===== src/rtl/piso_pkg.sv =====
// Shared types and helpers for the parallel-in/serial-out serializer.
//   state_t   : serializer FSM states (IDLE: nothing in flight, SHIFT: word being sent)
//   first_bit : first bit to leave the serializer for a word of a given width/order
package piso_pkg;

    typedef enum logic [0:0] {
        IDLE  = 1'b0,
        SHIFT = 1'b1
    } state_t;

    // The word is passed zero-extended to 32 bits so one function serves every WIDTH.
    function automatic logic first_bit(input logic [31:0] word, input int unsigned width,
                                       input bit msb_first);
        logic [31:0] shifted;
        shifted = word >> (width - 1);
        return msb_first ? shifted[0] : word[0];
    endfunction

endpackage


===== src/rtl/piso_serializer.sv =====
// Parallel-in/serial-out serializer feeding a single-bit registered data path.
// A WIDTH-bit word is accepted over valid/ready and sent one bit per enabled clock.
// Ports:
//   clk         : clock, all state changes on the rising edge
//   rst         : synchronous active-high reset
//   in_data     : parallel word, sampled only at accept
//   in_valid    : in_data is valid
//   in_ready    : word can be accepted this cycle (combinational, independent of in_valid)
//   shift_en    : clock enable; low holds every register and blocks accepts
//   ser_out     : serial data bit (registered)
//   ser_valid   : ser_out carries a valid bit (registered)
//   frame_start : ser_out carries the first bit of a word (registered)
//   busy        : a word is in flight
module piso_serializer
    import piso_pkg::*;
#(
    parameter int unsigned WIDTH     = 8,
    parameter bit          MSB_FIRST = 1'b1
) (
    input  logic             clk,
    input  logic             rst,
    input  logic [WIDTH-1:0] in_data,
    input  logic             in_valid,
    output logic             in_ready,
    input  logic             shift_en,
    output logic             ser_out,
    output logic             ser_valid,
    output logic             frame_start,
    output logic             busy
);

    localparam int unsigned CntW = $clog2(WIDTH);

    state_t            state;
    logic [WIDTH-1:0]  sreg;
    // Bits still to send after the one currently on ser_out.
    logic [CntW-1:0]   cnt;
    logic              accept;

    // Ready on the last bit of a word as well, so consecutive words need no idle cycle.
    assign in_ready = !rst && shift_en && (state == IDLE || (state == SHIFT && cnt == '0));
    assign accept   = in_valid && in_ready;
    assign busy     = (state == SHIFT);

    always_ff @(posedge clk) begin
        if (rst) begin
            state       <= IDLE;
            sreg        <= '0;
            cnt         <= '0;
            ser_out     <= 1'b0;
            ser_valid   <= 1'b0;
            frame_start <= 1'b0;
        end else if (shift_en) begin
            if (accept) begin
                state       <= SHIFT;
                sreg        <= in_data;
                cnt         <= CntW'(WIDTH - 1);
                ser_out     <= first_bit(32'(in_data), WIDTH, MSB_FIRST);
                ser_valid   <= 1'b1;
                frame_start <= 1'b1;
            end else if (state == SHIFT) begin
                if (cnt != '0) begin
                    // sreg keeps the current bit at its exit end; the next bit sits beside it.
                    if (MSB_FIRST) begin
                        ser_out <= sreg[WIDTH-2];
                        sreg    <= {sreg[WIDTH-2:0], 1'b0};
                    end else begin
                        ser_out <= sreg[1];
                        sreg    <= {1'b0, sreg[WIDTH-1:1]};
                    end
                    cnt         <= cnt - 1'b1;
                    frame_start <= 1'b0;
                end else begin
                    state       <= IDLE;
                    sreg        <= '0;
                    ser_out     <= 1'b0;
                    ser_valid   <= 1'b0;
                    frame_start <= 1'b0;
                end
            end
        end
    end

endmodule


===== config.mk =====
export PLATFORM = sky130hd
export DESIGN_NAME = piso_serializer
export DESIGN_NICKNAME = d
export VERILOG_FILES = /design/src/rtl/piso_pkg.sv /design/src/rtl/piso_serializer.sv
export SDC_FILE = /design/constraint.sdc
export NUM_CORES = 1
export LEC_CHECK = 0
export ABC_CLOCK_PERIOD_IN_PS = 4800
export CAP_MARGIN = 40
export CORE_MARGIN = 5
export CORE_UTILIZATION = 49
export DETAILED_ROUTE_END_ITERATION = 12
export PLACE_DENSITY = 0.87
export SLEW_MARGIN = 0
export SYNTH_ARGS = -nofsm -noshare
export SYNTH_HDL_FRONTEND = slang
export SYNTH_SLANG_ARGS = --single-unit

===== constraint.sdc =====
create_clock -name clk -period 4.8 [get_ports clk]
set_input_delay 0.72 -clock clk [delete_from_list [all_inputs] [get_ports clk]]
set_output_delay 0.72 -clock clk [all_outputs]
set_load 0.01 [all_outputs]

==> reports/results.ini, run 1 <==
[drt]
drcViolationCount=0
wirelength_um=1270
drtIter0Drc=14
viasPerCell=5.73
dr.pass1.iters=4
wl_met1_um=529
met2_length_um=639
dr_wl_met3_um=74
via_count=590
ant_nets=0
wl_per_cell_um=12.3
highest_layer=met4

[worst_hold_path]
min_to=sreg[2]
hp-class=flop to flop
min_path_cells=2
hold_start=sreg[2]

[place]
placed_cells=100
hpwlAfterDp_um=945
gp_congestion=0.713
numPortBuffers=16

[timing]
slew-limit-headroom=0.567
rsz0062_at_grt=false
tightest_slew_ns=0.647
slew_viol_final=0
skew_ns=0.00522
finalCriticalPeriod_ns=3.06
final_hold_viol_count=0
setup_viol=0
fin_crit_sh=0.637
fmax_mhz=327
finalSetupTns_ns=0

[critical_path]
crit_start=rst
r2r_cells=7
crit_required_ns=4.08
critPathSlowestCell=clkdlybuf4s50_1
cp_cell_sequence=clkdlybuf4s50_1 > nor3b_1 > clkdlybuf4s50_1
worst_ep_arrival_time_ns=2.34
rr_startpoint=cnt[0]
critical_path.max_fanout=18
r2r_setup_slack_ns=3.09
crit_top_cell=clkdlybuf4s50_1
worstSetupStartpointType=input port
worstSetupEndpointType=primary output
reg2reg_to=sreg[6]
crit_type=input port to primary output
critical_path.max_stage_delay_ns=0.74

[die]
die_height_um=46.5
core_area_um2=1280
die-area_um2=2160
io_pins=17
dieWidth_um=46.5
row_count=13
start_util=0.508

[finish]
multiInputGateArea_um2=339
seq_area_um2=280
diodes=0
fillers=125
nets=104
final-instance-count-excl-fill=103
syn_to_final_growth_pct=27.4
drive_above_1_share=0.102

[yosys]
synth_area_um2=653
synth-seq-cells=14
ys_seq_area_frac=0.429
synth_nets=86
ys_types=27
yosysTopAreaCell=dfxtp_1
synth_cells=72
synth_top_cell_area_share=0.429
yosys_warnings=0
avgSynthCellArea_um2=9.07
synth_area_leaders=dfxtp_1 43%, a221oi_1 9.4%, nor3_1 5.4%, nor2_1 5.2%, a21oi_1 4.6%

[clock_tree]
root_buffer=clkbuf_4
cts_sinks=14
clock_latency_ns=0.27
post_cts_resized=0
numCtsBuffers=3
cts_hold_buf=0
cts_tree=built
max-clock-path-buffers=2
clk_pin_slew_ns=0.07
htree_levels=1
post-cts-setup-buffers=0

[global_routing]
grt_overflow=0
antenna_found_initial=0
grt_start_max_net_pins=19
grt.total_usage=0.131
grt_pass1_vias=519
grt_pass1_wl_um=2060

[run_status]
status=completed

[job]
cap_violations=0

[power]
cellPowerDensity_nw_per_um2=297
leakagePower_nw=0.302
vdd_drop_max_mv=0.178

## through the flow
stage	hold slack [ns]	power (mW)	util	area [µm²]	worst slack, ns
6_report	0.497	0.248	0.648	832	1.74
5_1_grt	0.513	0.261	0.648	832	1.64
4_1_cts	0.497	0.250	0.648	832	1.74
3_5_place_dp	0.483	0.189	0.630	810	1.74
3_3_place_gp	0.477	0.188	0.630	810	1.73
2_1_floorplan	0.466	0.169	-	653	2.88
## critical path, delay by kind of cell
kind / cells / cell delay, ns
and+or+nand+nor: 1 / 0.31
buffers and inverters: 2 / 1.31
## worst max-delay path by stage
stage | slack (ns) | to
floorplan | 2.88 | in_ready
global placement | 1.73 | in_ready
detailed placement | 1.74 | in_ready
CTS | 1.74 | in_ready
global route | 1.64 | in_ready
finish | 1.74 | in_ready
## routing by layer
metal	track usage	vias up
li1	-	296
met1	0.150	270
met2	0.228	19
met3	0.0234	5
met4	0.0682	0
met5	0	-
## state kept, by name, summed over array words and instances, names as in the netlist
register	count
busy	1
cnt	3
frame_start	1
ser_out	1
ser_valid	1
sreg	7
## synth_stat cells, drive strengths merged
cell type	count
dfxtp	14
nor2	10
nor3	8
a221oi	7
a21oi	6
inv	3
nand2	3
o21ai	3
clkbuf	2
ha	2
nand3	2
nor2b	2
a211oi	1
a22oi	1
and2	1
and4bb	1
buf	1
nor3b	1
o21a	1
o22ai	1
or2	1
xnor2	1
## final cells by class
| class | count | area share |
|---|---|---|
| timing repair buffer | 16 | 0.192 |
| inverter | 3 | 0.0135 |
| clock buffer | 3 | 0.0271 |
| tap | 15 | 0.0226 |
| sequential | 14 | 0.337 |
| multi-input combinational | 52 | 0.408 |
## cell families (layout without fill, tap and decap cells)
family                   after synthesis  after routing  share of synthesized area
XOR/XNOR                               1              1                     0.0134
adder cells (fa/ha/maj)                2              2                     0.0383
flip-flops                            14             14                      0.429
AND/OR/NAND/NOR                       29             29                      0.255
AO/OA/AOI/OAI                         20             20                      0.213
buffers and inverters                  6             22                     0.0517
## cells in the final DEF (no fill, tap or decap)
master           count
clkdlybuf4s50_1     16
dfxtp_1             14
nor2_1               9
a221oi_1             7
nor3_1               7
a21oi_1              6
inv_1                3
nand2_1              3
clkbuf_4             3
nand3_1              2
o21ai_1              2
ha_1                 2
nor2b_4              1
nor3b_1              1
o22ai_1              1
a211oi_1             1
nor2b_1              1
o21ai_2              1
nor3_4               1
and4bb_1             1
nor2_2               1
o21a_1               1
or2_2                1
and2_2               1
xnor2_1              1
a22oi_1              1
## power by group
| part | switching (mW) | total, mW | internal (mW) | leakage [nW] |
|---|---|---|---|---|
| Sequential | 0.00557 | 0.131 | 0.125 | 0.116 |
| Combinational | 0.0273 | 0.0556 | 0.0283 | 0.173 |
| Clock | 0.0320 | 0.0610 | 0.0290 | 0.0138 |
(Power assumes the default switching activity.)
==> run 2, diff against run 1 <==
--- a/config.mk
+++ b/config.mk
@@ -5,12 +5,12 @@
 export SDC_FILE = /design/constraint.sdc
 export NUM_CORES = 1
 export LEC_CHECK = 0
-export ABC_CLOCK_PERIOD_IN_PS = 4800
+export ABC_CLOCK_PERIOD_IN_PS = 3020
 export CAP_MARGIN = 40
 export CORE_MARGIN = 5
-export CORE_UTILIZATION = 49
+export CORE_UTILIZATION = 45
 export DETAILED_ROUTE_END_ITERATION = 12
-export PLACE_DENSITY = 0.87
+export PLACE_DENSITY = 0.82
 export SLEW_MARGIN = 0
 export SYNTH_ARGS = -nofsm -noshare
 export SYNTH_HDL_FRONTEND = slang
==> constraint.sdc (replaced) <==
create_clock -name clk -period 3.02 [get_ports clk]
set_input_delay 0.453 -clock clk [delete_from_list [all_inputs] [get_ports clk]]
set_output_delay 0.453 -clock clk [all_outputs]
set_load 0.01 [all_outputs]
==> reports/results.ini, run 2 (same netlist as run 1, synthesis figures left out) <==
[drt]
via_count=603
drcViolationCount=0
ant_nets=0
drtIter0Drc=9
viasPerCell=5.80
wirelength_um=1440
wl_per_cell_um=13.9
dr.pass1.iters=4

[timing]
fin_crit_sh=0.786
finalSetupTns_ns=0
slew_viol_final=0
finalCriticalPeriod_ns=2.37
rsz0062_at_grt=false
hold_ws_ns=0.505
fmax_mhz=421
setup_viol=0
final_hold_viol_count=0
slew-limit-headroom=0.737
skew_ns=0.00221
tightest_slew_ns=0.395

[place]
hpwlAfterDp_um=1010
gp_congestion=0.765
placed_cells=101
postPlaceCellArea_um2=817
numPortBuffers=16

[power]
clkPwrFrac=0.268
pwr-share-comb=0.223
p_sw_mw=0.117
internal_power_mw=0.291
vdd_drop_max_mv=0.381
sequentialPowerShare=0.509
leakagePower_nw=0.307
cellPowerDensity_nw_per_um2=486
switching_share=0.286

[finish]
final-instance-count-excl-fill=104
final_cell_area_um2=840
syn_to_final_growth_pct=28.5
seq_area_um2=280
fillers=126
final_cell_mix=16 x clkdlybuf4s50_1, 14 x dfxtp_1, 9 x nor2_1
mostFrequentLayoutCell=clkdlybuf4s50_1
largest_reg_flops=7
reg_top3=sreg (7), cnt (3)
regMostFlops=sreg
multiInputGateArea_um2=339
nets=105
drive_above_1_share=0.112
diodes=0

[clock_tree]
cts_hold_buf=0
root_buffer=clkbuf_4
cts_sinks=14
max-clock-path-buffers=2
clk_pin_slew_ns=0.08
cts_tree=built
numCtsBuffers=3
htree_levels=1
clock_latency_ns=0.29
post-cts-setup-buffers=0
post_cts_resized=0

[die]
die-area_um2=2310
core_area_um2=1330
start_util=0.490
dieWidth_um=48.1
row_count=13
io_pins=17
die_height_um=48.1

[critical_path]
crit_required_ns=2.57
worst_ep_arrival_time_ns=1.92
critical_path.max_fanout=6
worstSetupStartpointType=flop
worstSetupEndpointType=primary output
crit_type=flop to primary output

[global_routing]
grt_pass1_wl_um=2380
grt_overflow=0
grt_pass1_vias=545
grt_start_max_net_pins=18
grt.total_usage=0.154
antenna_found_initial=0

[run_status]
status=completed

[job]
cap_violations=0

[worst_hold_path]
hp-class=flop to flop

run 2: cell count changes in the layout (fill, tap and decap cells not counted), sizes merged:
cell / previous run / this run
buf: 0 / 1
run 2: final timing paths:
path / depth (start not counted) / slack [ns] / startpoint / end
worst max-delay path: 6 / 0.65 / cnt[0] / in_ready
worst min-delay path: 2 / 0.51 / ser_out / ser_out
worst max register to register: 7 / 1.36 / cnt[0] / sreg[3]
worst min register to register: 2 / 0.51 / ser_out / ser_out
run 2: cell type report:
cell class / instances / share of cell area
clock buffer: 3 / 0.0268
tap: 15 / 0.0224
inverter: 3 / 0.0134
multi-input combinational: 52 / 0.404
timing repair buffer: 17 / 0.200
sequential: 14 / 0.334
run 2: through the flow:
stage          utilization  worst slack [ns]  total power, mW
2_1_floorplan            -              1.44            0.268
3_3_place_gp         0.613             0.644            0.300
3_5_place_dp         0.613             0.668            0.303
4_1_cts              0.629             0.619            0.408
5_1_grt              0.629             0.475            0.429
6_report             0.629             0.646            0.408
run 2: worst max-delay path, cell delays in order (launching register included):
cell and delay [ns]:
dfxtp_1 0.33, inv_1 0.05, ha_1 0.14, ha_1 0.26, nor2b_4 0.09, nor3b_1 0.19, clkdlybuf4s50_1 0.57
run 2: metal layers:
| metal | track usage | wire (µm) | vias up |
|---|---|---|---|
| li1 | - | - | 303 |
| met1 | 0.193 | 660 | 280 |
| met2 | 0.219 | 644 | 16 |
| met3 | 0.0517 | 93 | 4 |
| met4 | 0.113 | 42 | 0 |
| met5 | 0 | 0 | - |
run 2: power groups by stage:
stage / logic, mW / registers, mW / clock network [mW]
finish: 0.0911 / 0.208 / 0.109
floorplan: 0.0562 / 0.212 / 0
global placement: 0.0887 / 0.211 / 0
CTS: 0.0916 / 0.208 / 0.109
detailed placement: 0.0911 / 0.212 / 0
global route: 0.101 / 0.210 / 0.118
